## src/rtl/lsu_seq_if.sv

```systemverilog
// Bundle of decoder-side and memory-side signals for the load/store sequencer.
// The master modport is the sequencer itself; slave is its environment.
interface lsu_seq_if;
    logic        lw_en;
    logic        sw_en;
    logic [2:0]  funct3;
    logic [31:0] addr;
    logic [31:0] wdata;
    logic        mem_gnt;
    logic        mem_rvalid;
    logic [31:0] mem_rdata;
    logic        mem_req;
    logic        mem_we;
    logic [31:0] mem_addr;
    logic [31:0] mem_wdata;
    logic [3:0]  mem_wmask;
    logic [31:0] ld_data;
    logic        stall;
    logic        done;
    logic        err;

    modport master (
        input  lw_en, sw_en, funct3, addr, wdata,
        input  mem_gnt, mem_rvalid, mem_rdata,
        output mem_req, mem_we, mem_addr, mem_wdata, mem_wmask,
        output ld_data, stall, done, err
    );

    modport slave (
        output lw_en, sw_en, funct3, addr, wdata,
        output mem_gnt, mem_rvalid, mem_rdata,
        input  mem_req, mem_we, mem_addr, mem_wdata, mem_wmask,
        input  ld_data, stall, done, err
    );
endinterface

```

## src/rtl/lsu_seq.sv

```systemverilog
// Single-outstanding load/store sequencer: aligns stores into byte lanes,
// extracts/extends loads, and aborts on misalignment or memory timeout.
module lsu_seq #(
    parameter int unsigned TIMEOUT = 255
) (
    input  logic     clk,
    input  logic     rst,
    lsu_seq_if.master bus
);

    typedef enum logic [2:0] {
        S_IDLE,
        S_REQ,
        S_WAIT,
        S_DONE,
        S_ERR
    } state_e;

    localparam logic [7:0] CNT_LAST = 8'(TIMEOUT - 1);

    state_e      state_q, state_d;
    logic [31:0] addr_q, addr_d;
    logic [31:0] wdata_q, wdata_d;
    logic [2:0]  funct3_q, funct3_d;
    logic        we_q, we_d;
    logic [7:0]  cnt_q, cnt_d;
    logic [31:0] ld_data_q, ld_data_d;

    logic        start;
    logic        misaligned;
    logic        timed_out;
    logic [1:0]  off;
    logic [31:0] rshift;
    logic [31:0] ld_ext;
    logic [3:0]  lane_mask;
    logic [31:0] lane_data;

    assign start = bus.lw_en | bus.sw_en;
    assign off   = addr_q[1:0];

    always_comb begin
        misaligned = 1'b0;
        case (bus.funct3[1:0])
            2'b00:   misaligned = 1'b0;
            2'b01:   misaligned = bus.addr[0];
            2'b10:   misaligned = (bus.addr[1:0] != 2'b00);
            default: misaligned = 1'b1;
        endcase
    end

    // Counter value seen here is the number of REQ/WAIT cycles already spent.
    assign timed_out = (cnt_q == CNT_LAST);

    always_comb begin
        rshift = bus.mem_rdata >> {off, 3'b000};
        ld_ext = rshift;
        case (funct3_q[1:0])
            2'b00:   ld_ext = funct3_q[2] ? {24'd0, rshift[7:0]}
                                          : {{24{rshift[7]}}, rshift[7:0]};
            2'b01:   ld_ext = funct3_q[2] ? {16'd0, rshift[15:0]}
                                          : {{16{rshift[15]}}, rshift[15:0]};
            default: ld_ext = rshift;
        endcase
    end

    always_comb begin
        lane_mask = 4'b1111;
        lane_data = wdata_q;
        case (funct3_q[1:0])
            2'b00: begin
                lane_mask = 4'b0001 << off;
                lane_data = {4{wdata_q[7:0]}};
            end
            2'b01: begin
                lane_mask = 4'b0011 << off;
                lane_data = {2{wdata_q[15:0]}};
            end
            default: begin
                lane_mask = 4'b1111;
                lane_data = wdata_q;
            end
        endcase
    end

    // NOTE: every always_comb output gets a default first so no path can infer a latch.
    always_comb begin
        state_d   = state_q;
        addr_d    = addr_q;
        wdata_d   = wdata_q;
        funct3_d  = funct3_q;
        we_d      = we_q;
        cnt_d     = cnt_q;
        ld_data_d = ld_data_q;

        case (state_q)
            S_IDLE: begin
                if (start) begin
                    if (misaligned) begin
                        state_d = S_ERR;
                    end else begin
                        state_d  = S_REQ;
                        addr_d   = bus.addr;
                        wdata_d  = bus.wdata;
                        funct3_d = bus.funct3;
                        we_d     = ~bus.lw_en;
                        cnt_d    = 8'd0;
                    end
                end
            end
            S_REQ: begin
                cnt_d = cnt_q + 8'd1;
                if (bus.mem_gnt) begin
                    state_d = we_q ? S_DONE : S_WAIT;
                end else if (timed_out) begin
                    state_d = S_ERR;
                end
            end
            S_WAIT: begin
                cnt_d = cnt_q + 8'd1;
                if (bus.mem_rvalid) begin
                    state_d   = S_DONE;
                    ld_data_d = ld_ext;
                end else if (timed_out) begin
                    state_d = S_ERR;
                end
            end
            S_DONE:  state_d = S_IDLE;
            S_ERR:   state_d = S_IDLE;
            default: state_d = S_IDLE;
        endcase
    end

    // NOTE: sequential state uses non-blocking assignments so all registers update together.
    always_ff @(posedge clk) begin
        if (rst) begin
            state_q   <= S_IDLE;
            addr_q    <= '0;
            wdata_q   <= '0;
            funct3_q  <= '0;
            we_q      <= 1'b0;
            cnt_q     <= '0;
            ld_data_q <= '0;
        end else begin
            state_q   <= state_d;
            addr_q    <= addr_d;
            wdata_q   <= wdata_d;
            funct3_q  <= funct3_d;
            we_q      <= we_d;
            cnt_q     <= cnt_d;
            ld_data_q <= ld_data_d;
        end
    end

    // Write-side signals are forced quiet outside a store request.
    assign bus.mem_req   = (state_q == S_REQ);
    assign bus.mem_we    = bus.mem_req & we_q;
    assign bus.mem_addr  = {addr_q[31:2], 2'b00};
    assign bus.mem_wmask = bus.mem_we ? lane_mask : 4'b0000;
    assign bus.mem_wdata = bus.mem_we ? lane_data : 32'd0;
    assign bus.ld_data   = ld_data_q;
    assign bus.done      = (state_q == S_DONE);
    assign bus.err       = (state_q == S_ERR);
    assign bus.stall     = ((state_q == S_IDLE) & start) |
                           (state_q == S_REQ) | (state_q == S_WAIT);

endmodule

```

## src/flat_wrapper.sv

```systemverilog
// flat-port wrapper written by rule: the top's interface ports become plain ports
module lsu_seq_flat 
#(
    parameter int unsigned TIMEOUT = 255
)
  (clk, rst, bus_lw_en, bus_sw_en, bus_funct3, bus_addr, bus_wdata, bus_mem_gnt, bus_mem_rvalid, bus_mem_rdata, bus_mem_req, bus_mem_we, bus_mem_addr, bus_mem_wdata, bus_mem_wmask, bus_ld_data, bus_stall, bus_done, bus_err);
  lsu_seq_if bus_i ();
  input  logic clk;
  input  logic rst;
  input wire logic [$bits(bus_i.lw_en)-1:0] bus_lw_en;
  input wire logic [$bits(bus_i.sw_en)-1:0] bus_sw_en;
  input wire logic [$bits(bus_i.funct3)-1:0] bus_funct3;
  input wire logic [$bits(bus_i.addr)-1:0] bus_addr;
  input wire logic [$bits(bus_i.wdata)-1:0] bus_wdata;
  input wire logic [$bits(bus_i.mem_gnt)-1:0] bus_mem_gnt;
  input wire logic [$bits(bus_i.mem_rvalid)-1:0] bus_mem_rvalid;
  input wire logic [$bits(bus_i.mem_rdata)-1:0] bus_mem_rdata;
  output wire logic [$bits(bus_i.mem_req)-1:0] bus_mem_req;
  output wire logic [$bits(bus_i.mem_we)-1:0] bus_mem_we;
  output wire logic [$bits(bus_i.mem_addr)-1:0] bus_mem_addr;
  output wire logic [$bits(bus_i.mem_wdata)-1:0] bus_mem_wdata;
  output wire logic [$bits(bus_i.mem_wmask)-1:0] bus_mem_wmask;
  output wire logic [$bits(bus_i.ld_data)-1:0] bus_ld_data;
  output wire logic [$bits(bus_i.stall)-1:0] bus_stall;
  output wire logic [$bits(bus_i.done)-1:0] bus_done;
  output wire logic [$bits(bus_i.err)-1:0] bus_err;
  assign bus_i.lw_en = bus_lw_en;
  assign bus_i.sw_en = bus_sw_en;
  assign bus_i.funct3 = bus_funct3;
  assign bus_i.addr = bus_addr;
  assign bus_i.wdata = bus_wdata;
  assign bus_i.mem_gnt = bus_mem_gnt;
  assign bus_i.mem_rvalid = bus_mem_rvalid;
  assign bus_i.mem_rdata = bus_mem_rdata;
  assign bus_mem_req = bus_i.mem_req;
  assign bus_mem_we = bus_i.mem_we;
  assign bus_mem_addr = bus_i.mem_addr;
  assign bus_mem_wdata = bus_i.mem_wdata;
  assign bus_mem_wmask = bus_i.mem_wmask;
  assign bus_ld_data = bus_i.ld_data;
  assign bus_stall = bus_i.stall;
  assign bus_done = bus_i.done;
  assign bus_err = bus_i.err;
  lsu_seq #(.TIMEOUT(TIMEOUT)) u_core (.clk(clk), .rst(rst), .bus(bus_i));
endmodule
```

## config.mk

```make
export PLATFORM = sky130hd
export DESIGN_NAME = lsu_seq_flat
export DESIGN_NICKNAME = d
export VERILOG_FILES = /design/src/rtl/lsu_seq_if.sv /design/src/rtl/lsu_seq.sv /design/src/flat_wrapper.sv
export SDC_FILE = /design/constraint.sdc
export NUM_CORES = 1
export LEC_CHECK = 0
export CAP_MARGIN = 20
export CORE_UTILIZATION = 45
export DETAILED_ROUTE_END_ITERATION = 10
export GPL_ROUTABILITY_DRIVEN = 0
export PLACE_DENSITY = 0.85
export REMOVE_ABC_BUFFERS = 1
export SLEW_MARGIN = 10
export SYNTH_ARGS = -nofsm -noshare
export SYNTH_HDL_FRONTEND = slang
export SYNTH_SLANG_ARGS = --single-unit
export TNS_END_PERCENT = 5
```

## constraint.sdc

```tcl
create_clock -name clk -period 2.06 [get_ports clk]
set_input_delay 0.412 -clock clk [delete_from_list [all_inputs] [get_ports clk]]
set_output_delay 0.412 -clock clk [all_outputs]
set_load 0.02 [all_outputs]
```

Word level (Yosys, flattened, before mapping)

Index checks and enable logic that the tools add are counted.

$add $sub $neg: 1
Equality and inequality tests: 10
Shifts and indexed selects: 3
Mux-type cells: 18
Bitwise gates (word level): 7
Reduce and logical (&&, ||, !) cells: 9

Operator list:

| cell                                                                   | number |
|---|---|
| 32-bit case mux with 2 select lines                                    | 2 |
| 32-bit 2-to-1 mux                                                      | 3 |
| 32-bit by 5-bit >> shifter with 32-bit output                          | 1 |
| 8-bit 2-to-1 mux                                                       | 2 |
| 8-bit case mux with 2 select lines                                     | 1 |
| 3-bit 2-to-1 mux                                                       | 5 |
| 3-bit case mux with 3 select lines                                     | 1 |
| 8-bit by 1-bit adder with 8-bit output (second input constant)         | 1 |
| 8-bit equality test (second input constant)                            | 1 |
| 4-bit case mux with 2 select lines                                     | 1 |
| 3-bit by 2-bit equality test with 1-bit output (second input constant) | 2 |
| 3-bit AND reduction                                                    | 2 |
| 2-bit by 1-bit equality test with 1-bit output (second input constant) | 2 |
| 2-bit zero test                                                        | 2 |
| 4-bit 2-to-1 mux                                                       | 1 |
| 2-bit nonzero test                                                     | 2 |
| 1-bit by 2-bit << shifter with 4-bit output (first input constant)     | 1 |
| 2-bit by 2-bit << shifter with 4-bit output (first input constant)     | 1 |
| 3-bit by 1-bit equality test with 1-bit output (second input constant) | 1 |
| 3-bit equality test (second input constant)                            | 1 |
| 3-bit zero test                                                        | 1 |
| 1-bit OR                                                               | 3 |
| 1-bit case mux with 3 select lines                                     | 1 |
| 1-bit AND                                                              | 2 |
| 7 further kinds                                                        | 8 |

Register bits after elaboration: 111
Input bits: 105
Word-level logic and storage cells: 55

Depth between registers and ports, before layout

Gate-level depths: netlist (run 1).

Word-level depth: 5
Depth in mapped cells: 7
Mapped depth without buffers: 5

Worst setup path before layout (run 1)

OpenSTA, ideal clock, no wires.

Path type: register to output
From: register u_core.state_q[0]
To: output port bus_mem_wdata[15]
Data arrival time: 1,551 ps
Data required time: 1,648 ps
Slack: 97 ps
Cell stages (with the launch flop): 6
Path buffers: 2
Cells stage by stage: dfxtp_1 > buf_2 > nor3b_1 > nand2_1 > buf_2 > a21oi_1

Longest elaborated chain between the ends: 3

RTL lines:

| item                                           | line               | RTL |
|---|---|---|
| start, declared                                | lsu_seq.sv:21      | `state_e state_q, state_d;` |
| start signal, assigned                         | lsu_seq.sv:144     | `state_q <= state_d;` |
| 3-bit by 1-bit equality test with 1-bit output | lsu_seq.sv:155     | `assign bus.mem_req = (state_q == S_REQ);` |
| 1-bit AND                                      | lsu_seq.sv:156     | `assign bus.mem_we = bus.mem_req & we_q;` |
| 32-bit 2-to-1 mux                              | lsu_seq.sv:159     | `assign bus.mem_wdata = bus.mem_we ? lane_data : 32'd0;` |
| end, declared                                  | flat_wrapper.sv:21 | `output wire logic [$bits(bus_i.mem_wdata)-1:0] bus_mem_wdata;` |

No other way between the ends.

Final worst setup path (run 1)

From: input port bus_sw_en
To: output port bus_stall

Longest elaborated chain between the ends: 4

RTL lines:

| item            | line               | RTL |
|---|---|---|
| start, declared | flat_wrapper.sv:11 | `input wire logic [$bits(bus_i.sw_en)-1:0] bus_sw_en;` |
| 1-bit OR        | lsu_seq.sv:38      | `assign start = bus.lw_en \| bus.sw_en;` |
| 1-bit AND       | lsu_seq.sv:163     | `assign bus.stall = ((state_q == S_IDLE) & start) \|` |
| 1-bit OR        | lsu_seq.sv:163     |  |
| 1-bit OR        | lsu_seq.sv:164     | `(state_q == S_REQ) \| (state_q == S_WAIT);` |
| end, declared   | flat_wrapper.sv:24 | `output wire logic [$bits(bus_i.stall)-1:0] bus_stall;` |

No other way between the ends.

==> results_dict.tcl, run 1 <==
set metrics [dict create \
    status "complete, but fails checks" \
    violations "negative setup slack" \
    rsz0062_at_grt "true" \
    crit_type "input pin to primary output" \
    ctsResizeCount 94 \
    routedWlPerCell_um 15.7 \
    slew_violations 0 \
    synth_top_area_frac 0.402 \
    top_level_ports 210 \
    dieArea_um2 12700 \
    io_buffers 207 \
    core_area_um2 12000 \
    antenna_found_initial 0 \
    dr_total_vias 5630 \
    yosys-top-cells-area "dfxtp_1, nand2_1, a21oi_1" \
    drt_iter0_markers 268 \
    synth_top_family_by_area "simple AND/OR/NAND/NOR gates" \
    cts_setup_buffers 0 \
    final_util 0.653 \
    cp_slowest_cell "clkdlybuf4s50_1" \
    hpwl_mm 11.7 \
    ys_ff_latch 111 \
    synth-compound-area-share 0.173 \
    final-setup-viol-count 1 \
    cp.arrival_ns 1.66 \
    via_per_inst 5.36 \
    crit_path_max_incr_delay_ns 0.42 \
    nNetsFinal 1005 \
    dp.cells 1034 \
    period_minus_slack_ns 2.07 \
    worstMarginPinSlew_ns 0.663 \
    leakage_nw 2.88 \
    hp-start "rst" \
    async_reset_ff_frac 0 \
    sw_frac_of_total 0.287 \
    power_density_nw_per_um2 684 \
    initial_core_util 0.460 \
    area_growth_pct 41.9 \
    max_freq_mhz 483 \
    clkTransAtPathRegs_ns 0.07 \
    path_cells "clkdlybuf4s50_1 -> or2_1 -> o31ai_2 -> inv_1 -> clkdlybuf4s15_2" \
    seq_area_um2 2230 \
    synth_warnings 0 \
    diodes 0 \
    cts-root-buf "clkbuf_16" \
    track_usage 0.260 \
    ctsHoldBuffers 0 \
    r2r_cells 6 \
    synthDistinctLibCells 52 \
    synth_edf_count 0 \
    htree_levels 3 \
    hold_depth 2 \
    seq_power_share 0.438 \
    hold_viol_final 0 \
    irDropWorstVdd_v 0.000500 \
    end_kind "primary output" \
    p_int_w 0.00383 \
    fin_setup_tns_ns -0.0111 \
    p_sw_w 0.00154 \
    worstSetupStartpoint "bus_sw_en" \
    fin_worst_skew_ns 0.00573 \
    synth_largest_area_cell "dfxtp_1" \
    stdcell_count 1050 \
    report.power.total_w 0.00537 \
    routed_wl_mm 16.5 \
    slew-limit-headroom 0.556 \
    seq_area_frac_synth 0.402 \
    syn_inst 725 \
    cts_sinks 111 \
    drtAntennaViolNets 0 \
    placed_cell_area_um2 7690 \
    synth-simple-area-share 0.241 \
    drv_cap 0 \
    final_cell_area_um2 7850 \
    grt_max_degree 61 \
    drc 0 \
    avgSynthCellArea_um2 7.63 \
    fin_crit_sh 1.01 \
    synth-xor-area-share 0.00158 \
    cts_buffers 9 \
    fin_ws_ns -0.0111 \
    grt_pass1_wl_mm 26.4 \
    grt_pass1_vias 5482 \
    pwr-share-clk 0.333 \
    hold_class "input pin to register" \
    die_h_um 113 \
    pwr-share-comb 0.229 \
    synth-main-ff-cell "dfxtp_1" \
    cts_tree "done" \
    syn-cell-area_um2 5530 \
    dieWidth_um 113 \
    synthAdderAreaFrac 0.00452 \
    start_kind "input pin" \
    clock_latency_ns 0.35 \
    synthMuxAreaShare 0.0783 \
    r2r-start "u_core.state_q[2]" \
    multi_input_area_um2 2790 \
    dr.pass1.iters 4 \
    critPathRequiredTime_ns 1.65 \
    fillCellCount 999 \
    grt_overflow 0 \
    cts_max_path_buffers 2 \
    path_max_fanout 2 \
    std_cell_rows 40 \
    layout-drive-gt1-share 0.134 \
]
-- synthesized netlist by cell type, types with 2 or more instances --
| library cell | number |
|---|---|
| or2_1 | 2 |
| and3_1 | 9 |
| nand4b_1 | 2 |
| o211ai_1 | 2 |
| nor3_2 | 2 |
| o2bb2ai_1 | 8 |
| nor3_1 | 10 |
| nand2b_1 | 2 |
| a21oi_1 | 115 |
| or4_1 | 5 |
| nand3_1 | 12 |
| o31ai_1 | 5 |
| nor3b_1 | 3 |
| buf_2 | 26 |
| a211oi_1 | 19 |
| nor2b_1 | 2 |
| nand4_1 | 2 |
| mux2i_1 | 32 |
| nand2_1 | 195 |
| inv_1 | 5 |
| clkbuf_1 | 24 |
| ha_1 | 2 |
| mux2_2 | 8 |
| buf_6 | 2 |
| dfxtp_1 | 111 |
| buf_4 | 37 |
| a21oi_2 | 2 |
| nor2_1 | 57 |
-- power groups by stage --
stage	Clock, W	Sequential [W]	Combinational [W]
detailed placement	0	0.00240	0.00122
CTS	0.00182	0.00235	0.00123
global route	0.00190	0.00237	0.00133
finish	0.00179	0.00235	0.00123
floorplan	0	0.00249	0.000462
global placement	0	0.00239	0.00120
-- cell usage in the layout (no fill, tap or decap), drive strengths merged, types with 3 or more instances in the layout --
cell type / n
a21oi: 117
clkdlybuf4s50: 165
dfxtp: 111
mux2: 8
clkdlybuf4s15: 3
or2: 3
clkinv: 4
clkbuf: 31
nand2: 195
nor2: 57
o31ai: 6
a211oi: 19
mux2i: 32
buf: 59
and3: 9
nor3b: 3
dlygate4sd2: 3
nor3: 13
or4: 5
inv: 5
nand3: 12
o211ai: 3
o2bb2ai: 8
-- state kept, by name (all words and copies together) (netlist names) --
name                count
u_core.cnt_q            8
u_core.state_q          3
u_core.we_q             1
u_core.funct3_q         3
u_core.wdata_q         32
u_core.addr_q          32
u_core.bus.ld_data     32
-- per-stage QoR --
stage	setup WS (ns)	hold slack (ns)
finish	-0.0111	0.316
global route	-0.0796	0.328
CTS	-0.0212	0.309
detailed placement	-0.293	0.446
global placement	-0.255	0.441
floorplan	-1.16	0.430
-- final timing paths --
path | to | slack, ns
hold / removal | u_core.bus.ld_data[16] | 0.32
hold reg to reg | u_core.bus.ld_data[6] | 0.45
setup / recovery | bus_stall | -0.01
setup reg to reg | u_core.cnt_q[5] | 0.18
-- critical path, delay by kind of cell --
kind	cells	cell delay [ns]
buffers and inverters	3	0.77
AND/OR/NAND/NOR	1	0.26
AO/OA/AOI/OAI	1	0.22
-- kinds of logic (layout without fill, tap and decap cells) --
logic type,count (synthesis),in the layout
AND/OR/NAND/NOR,311,311
AO/OA/AOI/OAI,162,162
flip-flops,111,111
buffers and inverters,96,273
multiplexers,41,41
adder cells (fa/ha/maj),2,2
other,1,2
XOR/XNOR,1,1
-- per-layer routing --
layer	share of wire	vias to the layer above	GRT usage
li1	-	2764	-
met1	0.42	2654	0.300
met2	0.49	201	0.472
met3	0.079	11	0.0718
met4	0.0072	0	0.0719
met5	0	-	0
-- area by class of cell --
| cell class | count | area share |
|---|---|---|
| repair buffers | 251 | 0.296 |
| well taps | 147 | 0.0234 |
| clock inverters | 6 | 0.00766 |
| flip-flops and latches | 111 | 0.284 |
| multi-input cells | 519 | 0.356 |
| clock buffers | 10 | 0.0305 |
| inverters | 6 | 0.00287 |
Note: power is estimated with default switching activity, not from simulation.
==> run 2: changes to the inputs <==
Settings changed: RECOVER_POWER set to 25.
Clock period 2.06 ns to 2.36 ns, I/O delays scaled along.
==> run 2 against run 1 <==
Compared with the run above: the flow now finishes without violations; sequential share of layout area down 0.15 points; clock power up 3%; register-to-register slack improved by 0.20 ns; utilization grew 0.24 points; sequential cell count is the same; clock skew increased by 0.0046 ns; critical endpoint unchanged; largest power group unchanged; highest routed layer unchanged.
==> results_dict.tcl, run 2 (same netlist as run 1, synthesis figures left out) <==
set metrics [dict create \
    status "finished, final reports clean" \
    dr_total_vias 5470 \
    rsz0062_at_grt "false" \
    clkTransAtPathRegs_ns 0.07 \
    drtAntennaViolNets 0 \
    final-setup-viol-count 0 \
    grt_pass1_wl_mm 25.8 \
    rrSetupSlack_ns 0.38 \
    fillCellCount 1038 \
    placed_cell_area_um2 7590 \
    std_cell_rows 40 \
    fin_setup_tns_ns 0 \
    worstMarginPinSlew_ns 0.612 \
    core_area_um2 12000 \
    worstSetupStartpoint "bus_sw_en" \
    r2r-start "u_core.addr_q[1]" \
    cts_buffers 9 \
    area_growth_pct 42.4 \
    diodes 0 \
    final_cell_area_um2 7870 \
    drv_cap 0 \
    cts-root-buf "clkbuf_16" \
    top_level_ports 210 \
    cts_max_path_buffers 2 \
    multi_input_area_um2 2760 \
    antenna_found_initial 0 \
    cts_setup_buffers 0 \
    leakage_nw 3.04 \
    report.power.total_w 0.00491 \
    via_per_inst 5.27 \
    grt_max_degree 56 \
    path_max_fanout 2 \
    layout-drive-gt1-share 0.0718 \
    cp_slowest_cell "clkdlybuf4s50_1" \
    drt_iter0_markers 285 \
    irDropWorstVdd_v 0.000574 \
    grt_pass1_vias 5346 \
    ctsHoldBuffers 0 \
    seq_area_um2 2220 \
    cts_tree "done" \
    cp.arrival_ns 1.76 \
    hold_viol_final 0 \
    io_buffers 207 \
    r2r_cells 5 \
    die_h_um 113 \
    cts_sinks 111 \
    hpwl_mm 11.4 \
    power_density_nw_per_um2 624 \
    slew_violations 0 \
    initial_core_util 0.460 \
    crit_type "input pin to primary output" \
    final_common_cell "nand2_1" \
    crit_path_max_incr_delay_ns 0.41 \
    grt_overflow 0 \
    clock_latency_ns 0.36 \
    dieWidth_um 113 \
    end_kind "primary output" \
    fin_crit_sh 0.948 \
    critPathRequiredTime_ns 1.89 \
    routedWlPerCell_um 15.7 \
    drc 0 \
    nNetsFinal 994 \
    start_kind "input pin" \
    hold_class "register to register" \
    stdcell_count 1038 \
    final_util 0.656 \
    track_usage 0.258 \
    dieArea_um2 12700 \
    period_minus_slack_ns 2.24 \
    dr.pass1.iters 4 \
    routed_wl_mm 16.3 \
    max_freq_mhz 447 \
    r2r_end "u_core.bus.ld_data[10]" \
    slew-limit-headroom 0.589 \
    htree_levels 3 \
    final_cell_mix "nand2_1, clkdlybuf4s50_1, a21oi_1" \
    dp.cells 1023 \
    fin_worst_skew_ns 0.0104 \
    path_cells "clkdlybuf4s50_1 -> or2_1 -> o31ai_2 -> inv_1 -> dlygate4sd2_1" \
    endpoint "bus_stall" \
]
## run 2: changes by cell type in the layout (fill, tap and decap cells not counted), sizes merged, moves of 2 or more
cell	change
clkdlybuf4s50	-28
clkbuf	-18
clkinv	-3
buf	-28
dlygate4sd2	+34
bufinv	+3
clkinvlp	-2
clkdlybuf4s15	-3
dlygate4sd3	+31
## run 2: per-stage QoR
step | hold slack, ns | worst slack [ns]
finish | 0.451 | 0.123
detailed placement | 0.446 | -0.113
floorplan | 0.430 | -0.916
CTS | 0.455 | 0.0107
global route | 0.471 | 0.0116
global placement | 0.441 | -0.0809
## run 2: report_power, final
part           internal [W]  switching, W  total [W]
logic              0.000478      0.000542    0.00102
registers           0.00198     0.0000741    0.00205
clock network       0.00114      0.000696    0.00184
total               0.00360       0.00131    0.00491
## run 2: area by class of cell
| type | count | area share |
|---|---|---|
| Clock buffer | 10 | 0.0291 |
| Clock inverter | 5 | 0.0164 |
| Inverter | 6 | 0.00286 |
| Multi-Input combinational cell | 519 | 0.351 |
| Sequential cell | 111 | 0.282 |
| Tap cell | 147 | 0.0234 |
| Timing Repair Buffer | 240 | 0.295 |
## run 2: worst min-delay path by stage
| stage | from | end | cells past startpoint |
|---|---|---|---|
| final | u_core.bus.ld_data[4] | u_core.bus.ld_data[4] | 2 |
| after detailed placement | u_core.bus.ld_data[4] | u_core.bus.ld_data[4] | 2 |
| after global placement | u_core.addr_q[14] | u_core.addr_q[14] | 2 |
| after floorplan | u_core.wdata_q[16] | u_core.wdata_q[16] | 2 |
| after CTS | u_core.addr_q[14] | u_core.addr_q[14] | 2 |
| after global routing | u_core.addr_q[31] | u_core.addr_q[31] | 2 |
## run 2: repair_timing
action / CTS / global route
setup endpoints to repair: 37 / 1
cloned: 0 / 0
hold endpoints to repair: 0 / 0
gates resized for setup: 38 / 1
## run 2: metal layers
metal / routed length, um / GRT usage
met1: 6760 / 0.288
met2: 7880 / 0.459
met3: 1440 / 0.0948
met4: 205 / 0.0746
met5: 0 / 0
## run 2: critical path: cells and delay by family
family,cells,cell delay (ns)
buffers and inverters,3,0.81
AO/OA/AOI/OAI,1,0.22
AND/OR/NAND/NOR,1,0.25
